--- config.mk ---
export PLATFORM = sky130hd
export DESIGN_NAME = hwpe_stream_tcdm_reader
export DESIGN_NICKNAME = d
export VERILOG_FILES = /design/src/rtl/hwpe_stream_tcdm_reader.sv
export SDC_FILE = /design/constraint.sdc
export NUM_CORES = 1
export LEC_CHECK = 0
export ABC_AREA = 1
export BUFFER_PORTS_ARGS = -buffer_cell sky130_fd_sc_hd__buf_2
export CAP_MARGIN = 20
export CORE_MARGIN = 4
export CORE_UTILIZATION = 30
export DETAILED_ROUTE_END_ITERATION = 16
export PLACE_DENSITY_LB_ADDON = 0.25
export SYNTH_ARGS = -nofsm -noshare
export SYNTH_HDL_FRONTEND = slang
export SYNTH_SLANG_ARGS = --single-unit
--- constraint.sdc ---
create_clock -name clk_i -period 4.5 [get_ports clk_i]
set_input_delay 0.225 -clock clk_i [delete_from_list [all_inputs] [get_ports clk_i]]
set_output_delay 0.225 -clock clk_i [all_outputs]
set_load 0.02 [all_outputs]
--- src/rtl/hwpe_stream_tcdm_reader.sv ---
// Strided TCDM read unit: issues 32-bit reads and replays responses as a 32-bit HWPE stream.
// Optional stall counter port stall_cnt_o is enabled by defining HWPE_STREAM_TCDM_READER_PERF_EN.
module hwpe_stream_tcdm_reader #(
  parameter int unsigned FIFO_DEPTH = 4
) (
  input  logic        clk_i,
  input  logic        rst_i,
  input  logic        clear_i,
  input  logic        start_i,
  input  logic [31:0] base_addr_i,
  input  logic [31:0] stride_i,
  input  logic [15:0] len_i,
  output logic        busy_o,
  output logic        done_o,
  output logic        tcdm_req_o,
  input  logic        tcdm_gnt_i,
  output logic [31:0] tcdm_add_o,
  output logic        tcdm_we_n_o,
  output logic [3:0]  tcdm_be_o,
  output logic [31:0] tcdm_data_o,
  input  logic [31:0] tcdm_r_data_i,
  input  logic        tcdm_r_valid_i,
  output logic        stream_valid_o,
  input  logic        stream_ready_i,
  output logic [31:0] stream_data_o,
  output logic [3:0]  stream_strb_o
`ifdef HWPE_STREAM_TCDM_READER_PERF_EN
  ,
  output logic [31:0] stall_cnt_o
`endif
);

  localparam int unsigned PW = (FIFO_DEPTH > 1) ? $clog2(FIFO_DEPTH) : 1;
  localparam int unsigned CW = PW + 1;
  localparam logic [CW-1:0] DEPTH_C = CW'(FIFO_DEPTH);

  typedef enum logic [1:0] {IDLE, RUN, FLUSH} state_e;
  state_e state_q, state_d;

  logic [31:0]   addr_q, stride_q;
  logic [15:0]   len_q, issued_q, popped_q;
  logic [CW-1:0] outst_q, outst_d, fifo_cnt_q, occupancy;
  logic [PW-1:0] rd_ptr_q, wr_ptr_q;
  logic [31:0]   fifo_mem [FIFO_DEPTH];
  logic          done_q, done_d;
  logic          gnt_fire, rsp_fire, push, pop, last_pop, start_run, abort;

  // Credit covers both in-flight reads and buffered beats, so a response always finds room.
  assign occupancy  = outst_q + fifo_cnt_q;
  assign tcdm_req_o = (state_q == RUN) && (issued_q < len_q) && (occupancy < DEPTH_C);
  assign gnt_fire   = tcdm_req_o && tcdm_gnt_i;
  assign rsp_fire   = tcdm_r_valid_i && (outst_q != '0);
  assign abort      = (state_q == RUN) && clear_i;
  assign push       = rsp_fire && (state_q == RUN) && !clear_i;
  assign pop        = stream_valid_o && stream_ready_i;
  assign last_pop   = pop && (popped_q == len_q - 16'd1);
  assign start_run  = (state_q == IDLE) && start_i && (len_i != 16'd0);

  assign busy_o         = (state_q != IDLE);
  assign done_o         = done_q;
  assign tcdm_add_o     = addr_q;
  assign tcdm_we_n_o    = 1'b1;
  assign tcdm_be_o      = 4'hF;
  assign tcdm_data_o    = 32'h0;
  assign stream_valid_o = (state_q == RUN) && (fifo_cnt_q != '0);
  assign stream_data_o  = fifo_mem[rd_ptr_q];
  assign stream_strb_o  = 4'hF;

  always_comb begin
    outst_d = outst_q;
    case ({gnt_fire, rsp_fire})
      2'b10:   outst_d = outst_q + CW'(1);
      2'b01:   outst_d = outst_q - CW'(1);
      default: outst_d = outst_q;
    endcase
  end

  // An abort decides between IDLE and FLUSH on the post-edge outstanding count,
  // so a grant landing in the same cycle as clear_i is still waited for.
  always_comb begin
    state_d = state_q;
    done_d  = 1'b0;
    case (state_q)
      IDLE: begin
        if (start_i) begin
          if (len_i == 16'd0) done_d = 1'b1;
          else                state_d = RUN;
        end
      end
      RUN: begin
        if (clear_i) begin
          state_d = (outst_d == '0) ? IDLE : FLUSH;
        end else if (last_pop) begin
          state_d = IDLE;
          done_d  = 1'b1;
        end
      end
      FLUSH: begin
        if (outst_d == '0) state_d = IDLE;
      end
      default: state_d = IDLE;
    endcase
  end

  always_ff @(posedge clk_i) begin
    if (rst_i) begin
      state_q  <= IDLE;
      done_q   <= 1'b0;
      addr_q   <= '0;
      stride_q <= '0;
      len_q    <= '0;
      issued_q <= '0;
      popped_q <= '0;
      outst_q  <= '0;
    end else begin
      state_q <= state_d;
      done_q  <= done_d;
      outst_q <= outst_d;
      if (start_run) begin
        addr_q   <= base_addr_i;
        stride_q <= stride_i;
        len_q    <= len_i;
        issued_q <= '0;
        popped_q <= '0;
      end else begin
        if (gnt_fire) begin
          addr_q   <= addr_q + stride_q;
          issued_q <= issued_q + 16'd1;
        end
        if (pop) popped_q <= popped_q + 16'd1;
      end
    end
  end

  always_ff @(posedge clk_i) begin
    if (rst_i || abort) begin
      rd_ptr_q   <= '0;
      wr_ptr_q   <= '0;
      fifo_cnt_q <= '0;
    end else begin
      if (push) wr_ptr_q <= wr_ptr_q + PW'(1);
      if (pop)  rd_ptr_q <= rd_ptr_q + PW'(1);
      case ({push, pop})
        2'b10:   fifo_cnt_q <= fifo_cnt_q + CW'(1);
        2'b01:   fifo_cnt_q <= fifo_cnt_q - CW'(1);
        default: fifo_cnt_q <= fifo_cnt_q;
      endcase
    end
  end

  always_ff @(posedge clk_i) begin
    if (push) fifo_mem[wr_ptr_q] <= tcdm_r_data_i;
  end

`ifdef HWPE_STREAM_TCDM_READER_PERF_EN
  logic [31:0] stall_cnt_q;

  always_ff @(posedge clk_i) begin
    if (rst_i || clear_i || ((state_q == IDLE) && start_i)) begin
      stall_cnt_q <= '0;
    end else if (stream_valid_o && !stream_ready_i && (stall_cnt_q != 32'hFFFF_FFFF)) begin
      stall_cnt_q <= stall_cnt_q + 32'd1;
    end
  end

  assign stall_cnt_o = stall_cnt_q;
`endif

endmodule

## Yosys cells after proc, flatten, opt, wreduce, memory -nomap -nowiden

Memory sizes are Yosys's and may differ from the RTL's. A register that Yosys moved wholly into a read port is not among the register bits.
Cells that the tools add are included.

- Register bits: 125
- RAM bits: 128
- Input port bits: 119
- Output and inout port bits: 109
- Logic and storage cells: 81
- Memories: 1

- Add/subtract/negate cells: 11
- $lt $le $gt $ge: 2
- Eq/ne operators: 11
- Muxes and demuxes: 20
- Reduce and logical (&&, ||, !) cells: 25

Memories:

| name | words | bits a word | rd ports | clocked after Yosys merged registers in | write ports | RTL line | source |
|---|---|---|---|---|---|---|---|
| fifo_mem | 4 | 32 | 1 | 1 | 1 | 44 | `logic [31:0] fifo_mem [FIFO_DEPTH];` |

Operators with widths:

| kind | number |
|---|---|
| 2-to-1 mux 32 bit | 2 |
| adder 16 x 1 -> 16 bit (second input constant) | 2 |
| adder 32 bit | 1 |
| equality test 16 bit | 1 |
| logical NOT 16 bit | 1 |
| less-than comparator 16 bit | 1 |
| 2-to-1 mux 2 bit | 8 |
| nonzero test 16 bit | 1 |
| subtractor 16 x 1 -> 16 bit (second input constant) | 1 |
| logical AND 1 bit | 12 |
| one-hot mux 3 bit (2 select lines) | 2 |
| adder 3 x 1 -> 3 bit (second input constant) | 2 |
| equality test 2 x 1 -> 1 bit (second input constant) | 3 |
| equality test 2 bit (second input constant) | 3 |
| 2-to-1 mux 1 bit | 6 |
| != test 2 bit (second input constant) | 3 |
| one-hot mux 2 bit (3 select lines) | 1 |
| nonzero test 2 bit | 3 |
| nonzero test 3 bit | 2 |
| subtractor 3 x 1 -> 3 bit (second input constant) | 2 |
| adder 2 x 1 -> 2 bit (second input constant) | 2 |
| AND reduction 4 bit | 1 |
| adder 3 bit | 1 |
| logical NOT 3 bit | 1 |
| other kinds (7) | 7 |

## Logic depth before layout (Yosys ltp)

- Depth in word-level cells: 10
- Mapped depth: 18
- Mapped depth without buffers: 17

## Least setup slack after synthesis

No wires, ideal clock.

- Path kind: flip-flop to flip-flop
- Start point: register len_q[13]
- End point: register state_q[1]
- Setup time: 0.086 ns
- Arrival: 2.659 ns
- Data required time: 4.414 ns
- Setup slack: 1.755 ns
- Stages on the path, launching flop included: 16
- Buffers on the path: 1
- Clock period less this slack: 2.745 ns
- Cells stage by stage: dfxtp_1 inv_1 ha_1 nand2_1 inv_1 o21ai_0 nand4_1 nor2_2 nand3_2 buf_2 ha_1 fa_1 o21ai_0 xor2_1 nor2_1 a211oi_1

- Cells in the longest elaborated chain, start to end: 10

RTL lines:

| item | RTL line | source |
|---|---|---|
| from (decl) | 41 | `logic [15:0] len_q, issued_q, popped_q;` |
| from (signal assigned) | 122 | `len_q <= len_i;` |
| less-than comparator 16 bit | 50 | `assign tcdm_req_o = (state_q == RUN) && (issued_q < len_q) && (occupancy < DEPTH_C);` |
| logical AND 1 bit (2 in series) | 50 |  |
| logical AND 1 bit | 51 | `assign gnt_fire = tcdm_req_o && tcdm_gnt_i;` |
| equality test 2 x 1 -> 1 bit or equality test 2 bit (tied branches) | 71 | `case ({gnt_fire, rsp_fire})` |
| one-hot mux 3 bit (2 select lines) | 71 |  |
| logical NOT 3 bit | 92, 99 |  |
| 2-to-1 mux 2 bit | 92 | `state_d = (outst_d == '0) ? IDLE : FLUSH;` |
| 2-to-1 mux 2 bit | 91 | `if (clear_i) begin` |
| one-hot mux 2 bit (3 select lines) | 83 | `case (state_q)` |
| to (signal assigned) | 116 | `state_q <= state_d;` |
| to (decl) | 38 | `state_e state_q, state_d;` |

Several ways; a longest one is shown, not always the timed one.
A chain may end at the register's enable or synchronous reset.

## Final worst setup path

Ends and elaborated chain as after synthesis.

==> Implementation_results.wiki <==
{| class="wikitable"
! Metric !! Value
|-
| Worst-Skew Late Latency || 0.58 ns
|-
| Number of flops mapped to enable cells by yosys || 128
|-
| Residual DRC || 0
|-
| Root buffer cell || clkbuf_16
|-
| Aggregate routed wire length || 38200 um
|-
| Detailed placement HPWL || 26900 um
|-
| Setup slack, reg-to-reg || 1.58 ns
|-
| Worst vdd rail ir drop || 254 uV
|-
| Sequential element share of the synthesized area || 0.470
|-
| Gr usage total || 0.150
|-
| Initial cell density of the core || 0.306
|-
| Critical path startpoint category || flop
|-
| Final weighted congestion of routability-driven global placement || 0.850
|-
| Static leakage power || 0.00722 uW
|-
| Ranking of synthesized cells by area || edfxtp_1 (28%), dfxtp_1 (19%), nand2_1 (8.4%)
|-
| Detailed-routed wire length on met2 || 18300 um
|-
| Clock Tree Buf Depth || 3
|-
| Post-placement setup slack || 1.58 ns
|-
| Cells after DPL || 2415
|-
| Max Cap Violations || 0
|-
| Highest routed metal layer || met4
|-
| Worst Setup End Kind || flop
|-
| Most instantiated flip-flop cell in the synthesis netlist || edfxtp_1
|-
| Synthesized area divided by synthesized cell count || 8.07 um^2
|-
| Vias per std cell || 4.64
|-
| Run status || finished, final reports clean
|-
| Layout area overhead || 24.4%
|-
| Power density relative to cell area || 378 nW/um^2
|-
| Number of buffers inserted during clock tree synthesis || 30
|-
| Flop and latch count out of synthesis || 255
|-
| Routed length per instance || 14.9 um
|-
| Antenna Diode Count || 0
|-
| Routed length on met1 || 17200 um
|-
| Final-report hold violation count || 0
|-
| Slew margin rel. || 0.309
|-
| Die area || 48800 um^2
|-
| Required time of the critical path || 4.99 ns
|-
| Residual overflow from global routing || 0
|-
| Clock input transition at the sequential cells of the worst setup and hold paths || 0.06 ns
|-
| H-tree depth reported by CTS || 1
|-
| Setup Buffers After CTS || 0
|-
| Worst hold path class || input port to flop
|-
| Async SR Flop Fraction || 0
|-
| Row cnt || 77
|-
| CP max FO || 6
|-
| Transition time at the pin with the least slew margin || 1.04 ns
|-
| Mapped Area || 13600 um^2
|-
| Data arrival, critical path || 3.41 ns
|-
| Gates resized, CTS repair || 0
|-
| Final-report max-slew violation count || 0
|-
| Post-route fraction of the period consumed by the critical path || 0.648
|-
| Maximum clock frequency || 343 MHz
|-
| Number of top-level pins || 228
|-
| Setup WS post-layout || 1.58 ns
|-
| Leading cell type by number of instances after synthesis || nand2_1
|-
| Classification of the worst setup path || flop to flop
|-
| Final setup violation count || 0
|-
| Routed length on met3 || 1600 um
|-
| Vertical die dimension || 221 um
|-
| Setup repair after global routing missed its margin || false
|-
| Fin crit period || 2.92 ns
|-
| Non-filler instance count after layout || 2568
|-
| Synth area leader || edfxtp_1
|-
| Most common library cells after synthesis || nand2_1 (303), nor2_1 (287), o21ai_0 (168)
|-
| Number of library cell types mapped by synthesis || 48
|-
| Fin nets || 2130
|-
| Via count of the first global-routing pass || 11500
|-
| Die Span X || 221 um
|-
| Remaining antenna violation count after routing || 0
|-
| Number of antenna violations at the first check in global routing || 1
|-
| Pin count of the biggest net entering global routing || 72
|-
| Share of post-route cells with drive strength above 1 || 0.148
|-
| DRT Pass-1 Iters || 4
|-
| First-pass GRT wire length || 61200 um
|-
| Synthesis warning total || 0
|-
| Placeable core region || 44500 um^2
|-
| Final clock skew || 0.0278 ns
|-
| # clock sinks || 255
|-
| Post-synthesis cell count || 1685
|-
| Clock tree from TritonCTS || built
|-
| Area fraction of the dominant cell type after synthesis || 0.283
|-
| Port Buf Inserts || 186
|-
| Total vias in the final route || 11900
|-
| Violation count after the first detailed-routing iteration || 668
|-
| Post-route setup TNS || 0 ns
|}
-- critical path, stage by stage, from the launching register on --
cell and delay (ns):
dfxtp_1 0.38, inv_1 0.09, ha_1 0.31, nand2_1 0.06, inv_1 0.03, o21ai_0 0.14, nand4_1 0.13, nor2_2 0.17
nand3_2 0.18, ha_1 0.28, fa_1 0.38, a21oi_1 0.13, o21ai_0 0.11, xor2_1 0.18, nor2_1 0.07, a211oi_1 0.18
-- through the flow --
| stage | instance area, um^2 | hold WS, ns | power, uW | utilization |
|---|---|---|---|---|
| 2_1_floorplan | 13700 | 0.324 | 3600 | - |
| 3_3_place_gp | 14900 | 0.442 | 3940 | 0.336 |
| 3_5_place_dp | 14900 | 0.443 | 3950 | 0.336 |
| 4_1_cts | 16900 | 0.00440 | 6480 | 0.380 |
| 5_1_grt | 16900 | 0.00478 | 6760 | 0.380 |
| 6_report | 16900 | 0.0310 | 6390 | 0.380 |
-- kinds of logic after synthesis --
family / synth area share
adder cells (fa/ha/maj): 0.0559
flip-flops: 0.470
XOR/XNOR: 0.0293
multiplexers: 0.00221
AO/OA/AOI/OAI: 0.123
AND/OR/NAND/NOR: 0.233
buffers and inverters: 0.0863
other: 0.000552
-- final timing paths --
| check | from | to | cells past startpoint |
|---|---|---|---|
| worst max register to register | len_q[13] | state_q[1] | 15 |
| worst max-delay path | len_q[13] | state_q[1] | 15 |
| worst min register to register | rd_ptr_q[0] | rd_ptr_q[0] | 2 |
| worst min-delay path | len_i[8] | len_q[8] | 3 |
-- layout by cell type (no fill, tap or decap), types with 11 or more instances in the layout --
cell type | synthesis | layout
a21oi_1 | 94 | 94
buf_2 | 17 | 186
buf_4 | 45 | 11
clkbuf_16 | 0 | 30
conb_1 | 2 | 41
dfxtp_1 | 127 | 126
dlygate4sd3_1 | 0 | 97
edfxtp_1 | 128 | 128
ha_1 | 56 | 56
inv_1 | 147 | 147
nand2_1 | 303 | 303
nand3_1 | 87 | 87
nand4_1 | 16 | 16
nor2_1 | 287 | 283
nor3_1 | 15 | 15
o21ai_0 | 168 | 168
o22ai_1 | 33 | 33
xnor2_1 | 16 | 16
xor2_1 | 27 | 27
-- where the power goes --
part	switching [uW]	total, uW	internal, uW
Clock	1010	2430	1420
Combinational	838	1310	472
Sequential	99.3	2650	2550
Total	1950	6390	4440
-- registers in the layout, indices dropped and copies added (netlist names), named ones only --
name and count:
state_q 2, issued_q 16, tcdm_add_o 32, fifo_cnt_q 3
fifo_mem 128, stride_q 32, wr_ptr_q 2, done_o 1
popped_q 16, outst_q 3, len_q 16, rd_ptr_q 2
-- layout make-up --
| type | instances | area (um^2) |
|---|---|---|
| clock buffer | 36 | 813 |
| clock inverter | 20 | 196 |
| fill | 4629 | 27600 |
| inverter | 158 | 593 |
| multi-input combinational | 1213 | 6200 |
| sequential | 255 | 6390 |
| tap | 592 | 741 |
| timing repair buffer | 294 | 1980 |
-- metal layers --
metal | vias to the layer above | GRT usage
met2 | 260 | 0.262
li1 | 6062 | -
met4 | 0 | 0.0415
met5 | - | 0
met3 | 57 | 0.0241
met1 | 5529 | 0.193
-- repair_timing --
| action | 4_1_cts | 5_1_grt |
|---|---|---|
| setup endpoints to repair | 0 | 0 |
| endpoints found under the hold margin | 192 | 0 |
| hold buffers | 97 | 0 |
Note: power is estimated with default switching activity, not from simulation.
